<file path="src/rtl/commit_trace_buffer_pkg.sv">
// Shared definitions for the commit trace buffer: FSM states, record layout and flag bit positions.
package commit_trace_buffer_pkg;

    localparam int unsigned CTB_CNT_W = 32;
    localparam int unsigned PC_W      = 16;
    localparam int unsigned REG_W     = 3;
    localparam int unsigned DATA_W    = 16;
    localparam int unsigned ADDR_W    = 16;
    localparam int unsigned FLAGS_W   = 5;

    localparam int unsigned FLAG_VALID     = 0;
    localparam int unsigned FLAG_REG_WRITE = 1;
    localparam int unsigned FLAG_MEM_READ  = 2;
    localparam int unsigned FLAG_MEM_WRITE = 3;
    localparam int unsigned FLAG_HALT      = 4;

    typedef enum logic [1:0] {
        RUN       = 2'd0,
        HALT_PEND = 2'd1,
        HALTED    = 2'd2,
        DONE      = 2'd3
    } ctbState_e;

    // Record body; the instruction number is prepended by the top since its width is a parameter.
    typedef struct packed {
        logic [PC_W-1:0]    pc;
        logic [REG_W-1:0]   wreg;
        logic [DATA_W-1:0]  wdata;
        logic [ADDR_W-1:0]  maddr;
        logic [DATA_W-1:0]  mdata;
        logic [FLAGS_W-1:0] flags;
    } recPayload_t;

    localparam int unsigned PAYLOAD_W = $bits(recPayload_t);

    function automatic logic [FLAGS_W-1:0] makeFlags(input logic halt, input logic memWrite,
                                                     input logic memRead, input logic regWrite);
        logic [FLAGS_W-1:0] f;
        f                 = '0;
        f[FLAG_VALID]     = 1'b1;
        f[FLAG_REG_WRITE] = regWrite;
        f[FLAG_MEM_READ]  = memRead;
        f[FLAG_MEM_WRITE] = memWrite;
        f[FLAG_HALT]      = halt;
        return f;
    endfunction

endpackage

</file>
<file path="src/rtl/commit_trace_buffer_if.sv">
// Commit-side inputs and record drain port of the commit trace buffer.
interface commit_trace_buffer_if #(
    parameter int unsigned CNT_W = 32
);
    import commit_trace_buffer_pkg::*;

    logic               commit;
    logic [PC_W-1:0]    PC;
    logic               RegWrite;
    logic [REG_W-1:0]   WriteRegister;
    logic [DATA_W-1:0]  WriteData;
    logic               MemRead;
    logic               MemWrite;
    logic [ADDR_W-1:0]  MemAddress;
    logic [DATA_W-1:0]  MemData;
    logic               Halt;

    logic               rec_valid;
    logic               rec_ready;
    logic [CNT_W-1:0]   rec_inum;
    logic [PC_W-1:0]    rec_pc;
    logic [DATA_W-1:0]  rec_wdata;
    logic [ADDR_W-1:0]  rec_maddr;
    logic [DATA_W-1:0]  rec_mdata;
    logic [REG_W-1:0]   rec_wreg;
    logic [FLAGS_W-1:0] rec_flags;

    modport master (
        output commit, PC, RegWrite, WriteRegister, WriteData, MemRead, MemWrite,
               MemAddress, MemData, Halt, rec_ready,
        input  rec_valid, rec_inum, rec_pc, rec_wdata, rec_maddr, rec_mdata, rec_wreg, rec_flags
    );

    modport slave (
        input  commit, PC, RegWrite, WriteRegister, WriteData, MemRead, MemWrite,
               MemAddress, MemData, Halt, rec_ready,
        output rec_valid, rec_inum, rec_pc, rec_wdata, rec_maddr, rec_mdata, rec_wreg, rec_flags
    );

endinterface

</file>
<file path="src/rtl/commit_trace_buffer_trace_fifo.sv">
// Synchronous FIFO with extra-MSB pointers; full/empty are registered from the next pointers.
module trace_fifo #(
    parameter int unsigned WIDTH = 8,
    parameter int unsigned DEPTH = 16
) (
    input  logic             clk,
    input  logic             rst,
    input  logic             push,
    input  logic [WIDTH-1:0] pushData,
    input  logic             pop,
    output logic [WIDTH-1:0] popData,
    output logic             full,
    output logic             empty
);
    localparam int unsigned AW = $clog2(DEPTH);
    localparam int unsigned PW = AW + 1;

    logic [WIDTH-1:0] mem [DEPTH];
    logic [PW-1:0]    wrPtr, rdPtr, wrNext, rdNext;
    logic             doPush, doPop;

    // A push into a full FIFO is legal only when the head leaves in the same cycle.
    assign doPop  = pop && !empty;
    assign doPush = push && (!full || doPop);

    always_comb begin
        wrNext = wrPtr;
        rdNext = rdPtr;
        if (doPush) wrNext = wrPtr + PW'(1);
        if (doPop)  rdNext = rdPtr + PW'(1);
    end

    always_ff @(posedge clk) begin
        if (rst) begin
            wrPtr <= '0;
            rdPtr <= '0;
            empty <= 1'b1;
            full  <= 1'b0;
        end else begin
            wrPtr <= wrNext;
            rdPtr <= rdNext;
            empty <= (wrNext == rdNext);
            full  <= (wrNext[AW] != rdNext[AW]) && (wrNext[AW-1:0] == rdNext[AW-1:0]);
        end
    end

    always_ff @(posedge clk) begin
        if (doPush) mem[wrPtr[AW-1:0]] <= pushData;
    end

    assign popData = mem[rdPtr[AW-1:0]];

endmodule

</file>
<file path="src/rtl/commit_trace_buffer.sv">
// Retirement trace capture: one record per committed instruction, queued and drained over valid/ready.
module commit_trace_buffer
    import commit_trace_buffer_pkg::*;
#(
    parameter int unsigned DEPTH = 16,
    parameter int unsigned CNT_W = CTB_CNT_W
) (
    input  logic                      clk,
    input  logic                      rst,
    commit_trace_buffer_if.slave      bus,
    output logic [CNT_W-1:0]          cycle_count,
    output logic [CNT_W-1:0]          inst_count,
    output logic [CNT_W-1:0]          drop_count,
    output logic                      overflow,
    output logic                      halted,
    output logic                      done
);
    localparam int unsigned REC_W = CNT_W + PAYLOAD_W;

    ctbState_e          state, nextState;
    recPayload_t        commitPayload, headPayload;
    logic [CNT_W-1:0]   headInum;
    logic [REC_W-1:0]   commitRec, haltPend, pushRec, popRec;
    logic               fifoPush, fifoFull, fifoEmpty, pop, spaceOk;
    logic               instInc, cycleInc, dropInc, latchHalt;

    assign commitPayload = '{
        pc:    bus.PC,
        wreg:  bus.WriteRegister,
        wdata: bus.WriteData,
        maddr: bus.MemAddress,
        mdata: bus.MemData,
        flags: makeFlags(bus.Halt, bus.MemWrite, bus.MemRead, bus.RegWrite)
    };
    assign commitRec = {inst_count, commitPayload};

    assign pop     = !fifoEmpty && bus.rec_ready;
    assign spaceOk = !fifoFull || pop;

    trace_fifo #(
        .WIDTH(REC_W),
        .DEPTH(DEPTH)
    ) u_fifo (
        .clk      (clk),
        .rst      (rst),
        .push     (fifoPush),
        .pushData (pushRec),
        .pop      (pop),
        .popData  (popRec),
        .full     (fifoFull),
        .empty    (fifoEmpty)
    );

    always_ff @(posedge clk) begin
        if (rst) begin
            state  <= RUN;
            halted <= 1'b0;
            done   <= 1'b0;
        end else begin
            state  <= nextState;
            halted <= (nextState == HALTED) || (nextState == DONE);
            done   <= (nextState == DONE);
        end
    end

    // Capture/halt sequencing; commits are only observed in RUN.
    always_comb begin
        nextState = state;
        fifoPush  = 1'b0;
        pushRec   = commitRec;
        instInc   = 1'b0;
        cycleInc  = 1'b0;
        dropInc   = 1'b0;
        latchHalt = 1'b0;
        unique case (state)
            RUN: begin
                cycleInc = !(bus.commit && bus.Halt);
                if (bus.commit) begin
                    instInc = 1'b1;
                    if (spaceOk) begin
                        fifoPush = 1'b1;
                        if (bus.Halt) nextState = HALTED;
                    end else if (bus.Halt) begin
                        latchHalt = 1'b1;
                        nextState = HALT_PEND;
                    end else begin
                        dropInc = 1'b1;
                    end
                end
            end
            HALT_PEND: begin
                if (pop) begin
                    fifoPush  = 1'b1;
                    pushRec   = haltPend;
                    nextState = HALTED;
                end
            end
            HALTED: begin
                if (fifoEmpty) nextState = DONE;
            end
            DONE: begin
                nextState = DONE;
            end
            default: nextState = RUN;
        endcase
    end

    always_ff @(posedge clk) begin
        if (rst) begin
            cycle_count <= '0;
            inst_count  <= '0;
            drop_count  <= '0;
            overflow    <= 1'b0;
            haltPend    <= '0;
        end else begin
            if (cycleInc)  cycle_count <= cycle_count + CNT_W'(1);
            if (instInc)   inst_count  <= inst_count + CNT_W'(1);
            if (dropInc)   drop_count  <= drop_count + CNT_W'(1);
            if (dropInc)   overflow    <= 1'b1;
            if (latchHalt) haltPend    <= commitRec;
        end
    end

    // Head fields read as zero whenever nothing is queued.
    assign {headInum, headPayload} = fifoEmpty ? '0 : popRec;

    assign bus.rec_valid = !fifoEmpty;
    assign bus.rec_inum  = headInum;
    assign bus.rec_pc    = headPayload.pc;
    assign bus.rec_wreg  = headPayload.wreg;
    assign bus.rec_wdata = headPayload.wdata;
    assign bus.rec_maddr = headPayload.maddr;
    assign bus.rec_mdata = headPayload.mdata;
    assign bus.rec_flags = headPayload.flags;

endmodule

</file>
<file path="src/flat_wrapper.sv">
// flat-port wrapper written by rule: the top's interface ports become plain ports
module commit_trace_buffer_flat import commit_trace_buffer_pkg::*;
#(
    parameter int unsigned DEPTH = 16,
    parameter int unsigned CNT_W = CTB_CNT_W
)
  (clk, rst, cycle_count, inst_count, drop_count, overflow, halted, done, bus_commit, bus_PC, bus_RegWrite, bus_WriteRegister, bus_WriteData, bus_MemRead, bus_MemWrite, bus_MemAddress, bus_MemData, bus_Halt, bus_rec_ready, bus_rec_valid, bus_rec_inum, bus_rec_pc, bus_rec_wdata, bus_rec_maddr, bus_rec_mdata, bus_rec_wreg, bus_rec_flags);
  commit_trace_buffer_if #(.CNT_W(CNT_W)) bus_i ();
  input  logic clk;
  input  logic rst;
  output logic [CNT_W-1:0] cycle_count;
  output logic [CNT_W-1:0] inst_count;
  output logic [CNT_W-1:0] drop_count;
  output logic overflow;
  output logic halted;
  output logic done;
  input wire logic [$bits(bus_i.commit)-1:0] bus_commit;
  input wire logic [$bits(bus_i.PC)-1:0] bus_PC;
  input wire logic [$bits(bus_i.RegWrite)-1:0] bus_RegWrite;
  input wire logic [$bits(bus_i.WriteRegister)-1:0] bus_WriteRegister;
  input wire logic [$bits(bus_i.WriteData)-1:0] bus_WriteData;
  input wire logic [$bits(bus_i.MemRead)-1:0] bus_MemRead;
  input wire logic [$bits(bus_i.MemWrite)-1:0] bus_MemWrite;
  input wire logic [$bits(bus_i.MemAddress)-1:0] bus_MemAddress;
  input wire logic [$bits(bus_i.MemData)-1:0] bus_MemData;
  input wire logic [$bits(bus_i.Halt)-1:0] bus_Halt;
  input wire logic [$bits(bus_i.rec_ready)-1:0] bus_rec_ready;
  output wire logic [$bits(bus_i.rec_valid)-1:0] bus_rec_valid;
  output wire logic [$bits(bus_i.rec_inum)-1:0] bus_rec_inum;
  output wire logic [$bits(bus_i.rec_pc)-1:0] bus_rec_pc;
  output wire logic [$bits(bus_i.rec_wdata)-1:0] bus_rec_wdata;
  output wire logic [$bits(bus_i.rec_maddr)-1:0] bus_rec_maddr;
  output wire logic [$bits(bus_i.rec_mdata)-1:0] bus_rec_mdata;
  output wire logic [$bits(bus_i.rec_wreg)-1:0] bus_rec_wreg;
  output wire logic [$bits(bus_i.rec_flags)-1:0] bus_rec_flags;
  assign bus_i.commit = bus_commit;
  assign bus_i.PC = bus_PC;
  assign bus_i.RegWrite = bus_RegWrite;
  assign bus_i.WriteRegister = bus_WriteRegister;
  assign bus_i.WriteData = bus_WriteData;
  assign bus_i.MemRead = bus_MemRead;
  assign bus_i.MemWrite = bus_MemWrite;
  assign bus_i.MemAddress = bus_MemAddress;
  assign bus_i.MemData = bus_MemData;
  assign bus_i.Halt = bus_Halt;
  assign bus_i.rec_ready = bus_rec_ready;
  assign bus_rec_valid = bus_i.rec_valid;
  assign bus_rec_inum = bus_i.rec_inum;
  assign bus_rec_pc = bus_i.rec_pc;
  assign bus_rec_wdata = bus_i.rec_wdata;
  assign bus_rec_maddr = bus_i.rec_maddr;
  assign bus_rec_mdata = bus_i.rec_mdata;
  assign bus_rec_wreg = bus_i.rec_wreg;
  assign bus_rec_flags = bus_i.rec_flags;
  commit_trace_buffer #(.DEPTH(DEPTH), .CNT_W(CNT_W)) u_core (.clk(clk), .rst(rst), .bus(bus_i), .cycle_count(cycle_count), .inst_count(inst_count), .drop_count(drop_count), .overflow(overflow), .halted(halted), .done(done));
endmodule
</file>
<file path="config.mk">
export PLATFORM = sky130hd
export DESIGN_NAME = commit_trace_buffer_flat
export DESIGN_NICKNAME = d
export VERILOG_FILES = /design/src/rtl/commit_trace_buffer_pkg.sv /design/src/rtl/commit_trace_buffer_if.sv /design/src/rtl/commit_trace_buffer_trace_fifo.sv /design/src/rtl/commit_trace_buffer.sv /design/src/flat_wrapper.sv
export SDC_FILE = /design/constraint.sdc
export NUM_CORES = 2
export LEC_CHECK = 0
export CORE_MARGIN = 3
export CORE_UTILIZATION = 50
export DETAILED_ROUTE_END_ITERATION = 8
export GPL_TIMING_DRIVEN = 0
export PLACE_DENSITY_LB_ADDON = 0.15
export SLEW_MARGIN = 10
export SYNTH_ARGS = -nofsm -noshare
export SYNTH_HDL_FRONTEND = slang
export SYNTH_SLANG_ARGS = --single-unit
</file>
<file path="constraint.sdc">
create_clock -name clk -period 13.68 [get_ports clk]
set_clock_uncertainty 0.05 [all_clocks]
set_input_delay 2.052 -clock clk [delete_from_list [all_inputs] [get_ports clk]]
set_output_delay 2.052 -clock clk [all_outputs]
set_load 0.02 [all_outputs]
</file>
# == Word level (Yosys, flattened, before mapping) ==
# Memory sizes are Yosys's and may differ from the RTL's. A register that Yosys moved wholly into a read port is not among the register bits.
# Cells that the tools add are included.
# totals
reg_bits,217
ramBits,1664
n_memories,1
# memory_table
name,words,word_bits,read_ports,rd_ports_with_merged_regs,write_ports,line_no,source
u_core.u_fifo.mem,16,104,1,1,1,commit_trace_buffer_trace_fifo.sv:18,logic [WIDTH-1:0] mem [DEPTH];
# classes
add_sub_neg,5
eq_ne,8
n_mux,30
reduce_logical,12
# op_table
cell,count
two-way mux 104 bit,3
"adder 32 x 1 -> 32 bit, second input constant",3
two-way mux 1 bit,16
two-way mux 2 bit,6
"adder 5 x 1 -> 5 bit, second input constant",2
two-way mux 5 bit,2
"== test 2 bit, second input constant",4
case mux 2 bit (4 select lines),1
== test 5 bit,1
logical AND 1 bit,5
== test 4 bit,1
two-way mux 4 bit,1
logical NOT 1 bit,3
logical OR 1 bit,3
"== test 2 x 1 -> 1 bit, second input constant",1
logical NOT 2 bit,1
case mux 1 bit (2 select lines),1
inequality test 1 bit,1

# == Depth between registers and ports, before layout ==
# depth
depth_word,10
depth_mapped,9
depth_no_buf,8

# == By module ==
# A second synthesis with hierarchy kept.
# hier_totals
hier_cells,3614
hier_area_um2,73215.2
# by_module_without_submodules
module,n_inst,cells_each,area_each_um2,seq_area_each_um2
trace_fifo,1,2397,63279.4,50208.2
commit_trace_buffer,1,1217,9935.8,4103.9

# == Least setup slack after synthesis ==
# Ideal clock, no wire load.
# synth_path
path_type,input -> register
start,input bus_rec_ready
end,"memory u_core.u_fifo.mem[0][0] in the netlist's numbering, enable pin"
setup_ps,694
t_arrival_ps,9873
required_ps,12936
setup_slack_ps,3062
path_stages,6
path_buffers,2
path_cell_list,nor2b_1 buf_2 o21a_1 clkbuf_1 nand2_1 nor3_1
# synth_between
elab_chain_cells,8
# synth_lines
element,line_no,source
"start, declared",flat_wrapper.sv:27,input wire logic [$bits(bus_i.rec_ready)-1:0] bus_rec_ready;
logical AND 1 bit (*),commit_trace_buffer.sv:37,assign pop = !fifoEmpty && bus.rec_ready;
logical OR 1 bit,commit_trace_buffer.sv:38,assign spaceOk = !fifoFull || pop;
two-way mux 1 bit,commit_trace_buffer.sv:80,if (spaceOk) begin
two-way mux 1 bit,commit_trace_buffer.sv:78,if (bus.commit) begin
case mux 1 bit (2 select lines),commit_trace_buffer.sv:75,unique case (state)
logical AND 1 bit (*),commit_trace_buffer_trace_fifo.sv:24,assign doPush = push && (!full || doPop);
two-way mux 1 bit (*),commit_trace_buffer_trace_fifo.sv:48,if (doPush) mem[wrPtr[AW-1:0]] <= pushData;
two-way mux 1 bit (not written as such) (*),commit_trace_buffer_trace_fifo.sv:48,
"end, declared",commit_trace_buffer_trace_fifo.sv:18,
# Every way passes the cells marked *; elsewhere a longest branch is shown, timed or not.

==> results.yml <==
setup_path:
  critical_path_class: "register to output port"
  path_delay_family: "buffers and inverters"
  worstPathCellList: "clkbuf_1 -> clkbuf_1 -> clkbuf_1 -> mux4_2 -> mux4_2 -> and2_1 -> clkdlybuf4s50_1"
  cp_slowest_stage_delay_ps: 990
  cp-end-kind: "output port"
  crit_path_frequent_cell: "clkbuf_1"
  critPathSlowestCell: "clkbuf_1"
  worst-path-buf-inv: 4
  required_ps: 11580
  cp_max_fo: 10
  cp.arrival_ps: 5270
  cp-start-kind: "register"
die:
  fp.dieH_um: 387
  coreArea_um2: 144000
  io_pins: 279
  die_w_um: 387
  fp-row-count: 139
  dieArea_um2: 150000
  start_util: 0.505
cells_and_area:
  final_area_um2: 86600
  area_growth_pct: 19.1
  regArea_um2: 54300
  fill_cells: 10298
  multi_input_area_um2: 17700
  drive_above_1_share: 0.263
  layout_commonest_cell: "edfxtp_1"
  final_cells: 6253
  layout.nets: 4268
  post-route-util: 0.602
  layout_common_cells: "edfxtp_1 (1664), mux4_2 (520), clkdlybuf4s50_1 (277)"
run:
  maxCapViolations: 0
grt:
  first_global_vias: 37770
  antenna_found_initial: 14
  globalRouteMet3Util: 0.0533
  grt_max_degree: 21
  grt.total_usage: 0.253
  grt_pass1_wl_um: 271000
  grtUsageMet2: 0.393
  met1_usage: 0.371
  gr-max-usage-layer: "met2"
  grt_overflow_total: 0
clock_tree:
  cts_buffers: 190
  clock-sinks: 1881
  clockBufferDepth: 3
  clk_latency_ps: 800
  cts_tree: "built"
  root_buffer: "clkbuf_16"
  cts_setup_buffers: 0
  ctsHoldBuffers: 0
  htreeDepth: 4
  post_cts_resized: 0
  clk_pin_slew_ps: 60
route:
  drt-initial-drc-count: 4456
  wl_um: 188000
  wl_per_cell_um: 30.1
  drt-pass1-iter-count: 5
  vias: 37650
  viasPerCell: 6.02
  post-route-drc-count: 0
  ant_nets: 0
synthesis:
  synthFlopType: "edfxtp_1"
  avgSynthCellArea_um2: 20.4
  syn_area_um2: 72800
  synth_edf_count: 1664
  syn_nets: 3651
  ys_seq_area_frac: 0.746
  synthTopCellsByArea: "edfxtp_1 (69%), mux4_2 (16%), dfxtp_1 (6.0%)"
  yosys_warnings: 0
  async_reset_ff_frac: 0
  synth-seq-cells: 1881
  syn-instance-count: 3568
  yosysTopAreaCellShare: 0.687
  synth_top_area_cell: "edfxtp_1"
  yosysUniqueCellTypes: 46
timing:
  rsz0062_at_grt: "false"
  hold_ws_ps: 402
  setup_violations: 0
  post-route-worst-setup-slack_ps: 6310
  finalHoldViolations: 0
  slew-limit-headroom: 0.0640
  tightest_slew_ps: 1400
  setup_tns_ps: 0
  fmax_ghz: 0.136
  layout_min_cycle_time_ps: 7370
  slew_viol_final: 0
  finalCritPeriodShare: 0.539
placed_design:
  gp_congestion: 0.762
  pre_cts_ws_ps: 7190
  dp_hpwl_um: 123000
  port_buffers: 277
  place_area_um2: 80400
  place_inst: 5896
power:
  p_leak_nw: 27.7
  powerDensity_nw_per_um2: 159
  total_power_mw: 13.8
  ir_drop_mv: 0.126
outcome:
  status: "finished, final reports clean"
min_path:
  min_path_type: "register to register"
==> cells in the mapped netlist (2+ instances only) <==
| master | number |
|---|---|
| nor2b_1 | 2 |
| xnor2_1 | 21 |
| edfxtp_1 | 1664 |
| nor3b_1 | 2 |
| clkbuf_1 | 116 |
| and3_1 | 9 |
| a21oi_1 | 113 |
| nor2_1 | 126 |
| buf_2 | 60 |
| ha_1 | 8 |
| buf_4 | 9 |
| inv_1 | 11 |
| o31ai_1 | 2 |
| dfxtp_1 | 217 |
| nand2_1 | 247 |
| nand3_1 | 40 |
| or3_1 | 6 |
| xor2_1 | 80 |
| nor3_1 | 10 |
| o21ai_0 | 11 |
| mux4_2 | 520 |
| and4_1 | 17 |
| o21a_1 | 2 |
| and2_1 | 108 |
| nor4_4 | 3 |
| mux2_2 | 100 |
| nand4_1 | 27 |
| nand2b_1 | 5 |
| o211ai_1 | 2 |
| buf_1 | 13 |
| mux2i_1 | 2 |
==> per-layer routing <==
layer	up-vias	wire length (um)
met5	-	0
met2	1777	89500
li1	15712	-
met1	19922	77300
met3	239	17600
met4	0	4000
==> worst register-to-register path, cell delays in order, from the launching register on <==
cell,delay [ps]
dfxtp_1,290
buf_2,160
o21ba_2,300
o21a_1,140
clkbuf_1,280
nand2_1,290
nor3_2,790
buf_4,360
buf_4,240
buf_4,220
buf_4,230
buf_6,170
==> sequential cells by signal, indices dropped and copies added (netlist names), 2 cells and up <==
name and flops:
u_core.state 2, u_core.haltPend 104, u_core.u_fifo.mem 1664, u_core.u_fifo.wrPtr 5, u_core.drop_count 32, u_core.u_fifo.rdPtr 5, u_core.inst_count 32, u_core.cycle_count 32
==> kinds of logic after synthesis <==
family	count (synthesis)	share of synthesized area
fa+ha+maj	8	0.00138
flops	1881	0.746
compound gates	134	0.00970
simple gates	612	0.0412
xor+xnor	101	0.0122
buf+inv	210	0.0123
mux	622	0.177
==> layout make-up <==
| cell class | count | share of cell area |
|---|---|---|
| Sequential cell | 1881 | 0.627 |
| Multi-Input combinational cell | 1477 | 0.204 |
| Clock buffer | 257 | 0.0605 |
| Timing Repair Buffer | 425 | 0.0596 |
| Tap cell | 1903 | 0.0275 |
| Clock inverter | 96 | 0.0109 |
| Buffer | 199 | 0.00998 |
| Inverter | 11 | 0.000477 |
| Antenna cell | 4 | 0.000116 |
==> where the power goes <==
part	switching [mW]	leakage (nW)	internal, mW	total (mW)
clock network	2.13	3.03	3.02	5.15
registers	0.0436	17.5	6.44	6.48
logic	1.17	7.20	0.983	2.15
total	3.34	27.7	10.4	13.8
==> path summary, 6_finish.rpt <==
path                                                   startpoint  depth (start not counted)  slack (ps)                                 end
worst min register to register   u_core.haltPend[85]$_SDFFE_PP0P_                          2         400    u_core.haltPend[85]$_SDFFE_PP0P_
worst max register to register         u_core.state[1]$_SDFF_PP0_                         11        9860  u_core.u_fifo.mem[0][61]$_DFFE_PP_
worst max-delay path            u_core.u_fifo.rdPtr[1]$_SDFF_PP0_                          7        6310                    bus_rec_mdata[6]
worst min-delay path             u_core.haltPend[85]$_SDFFE_PP0P_                          2         400    u_core.haltPend[85]$_SDFFE_PP0P_
No activity file was read; power rests on OpenSTA's default activity.
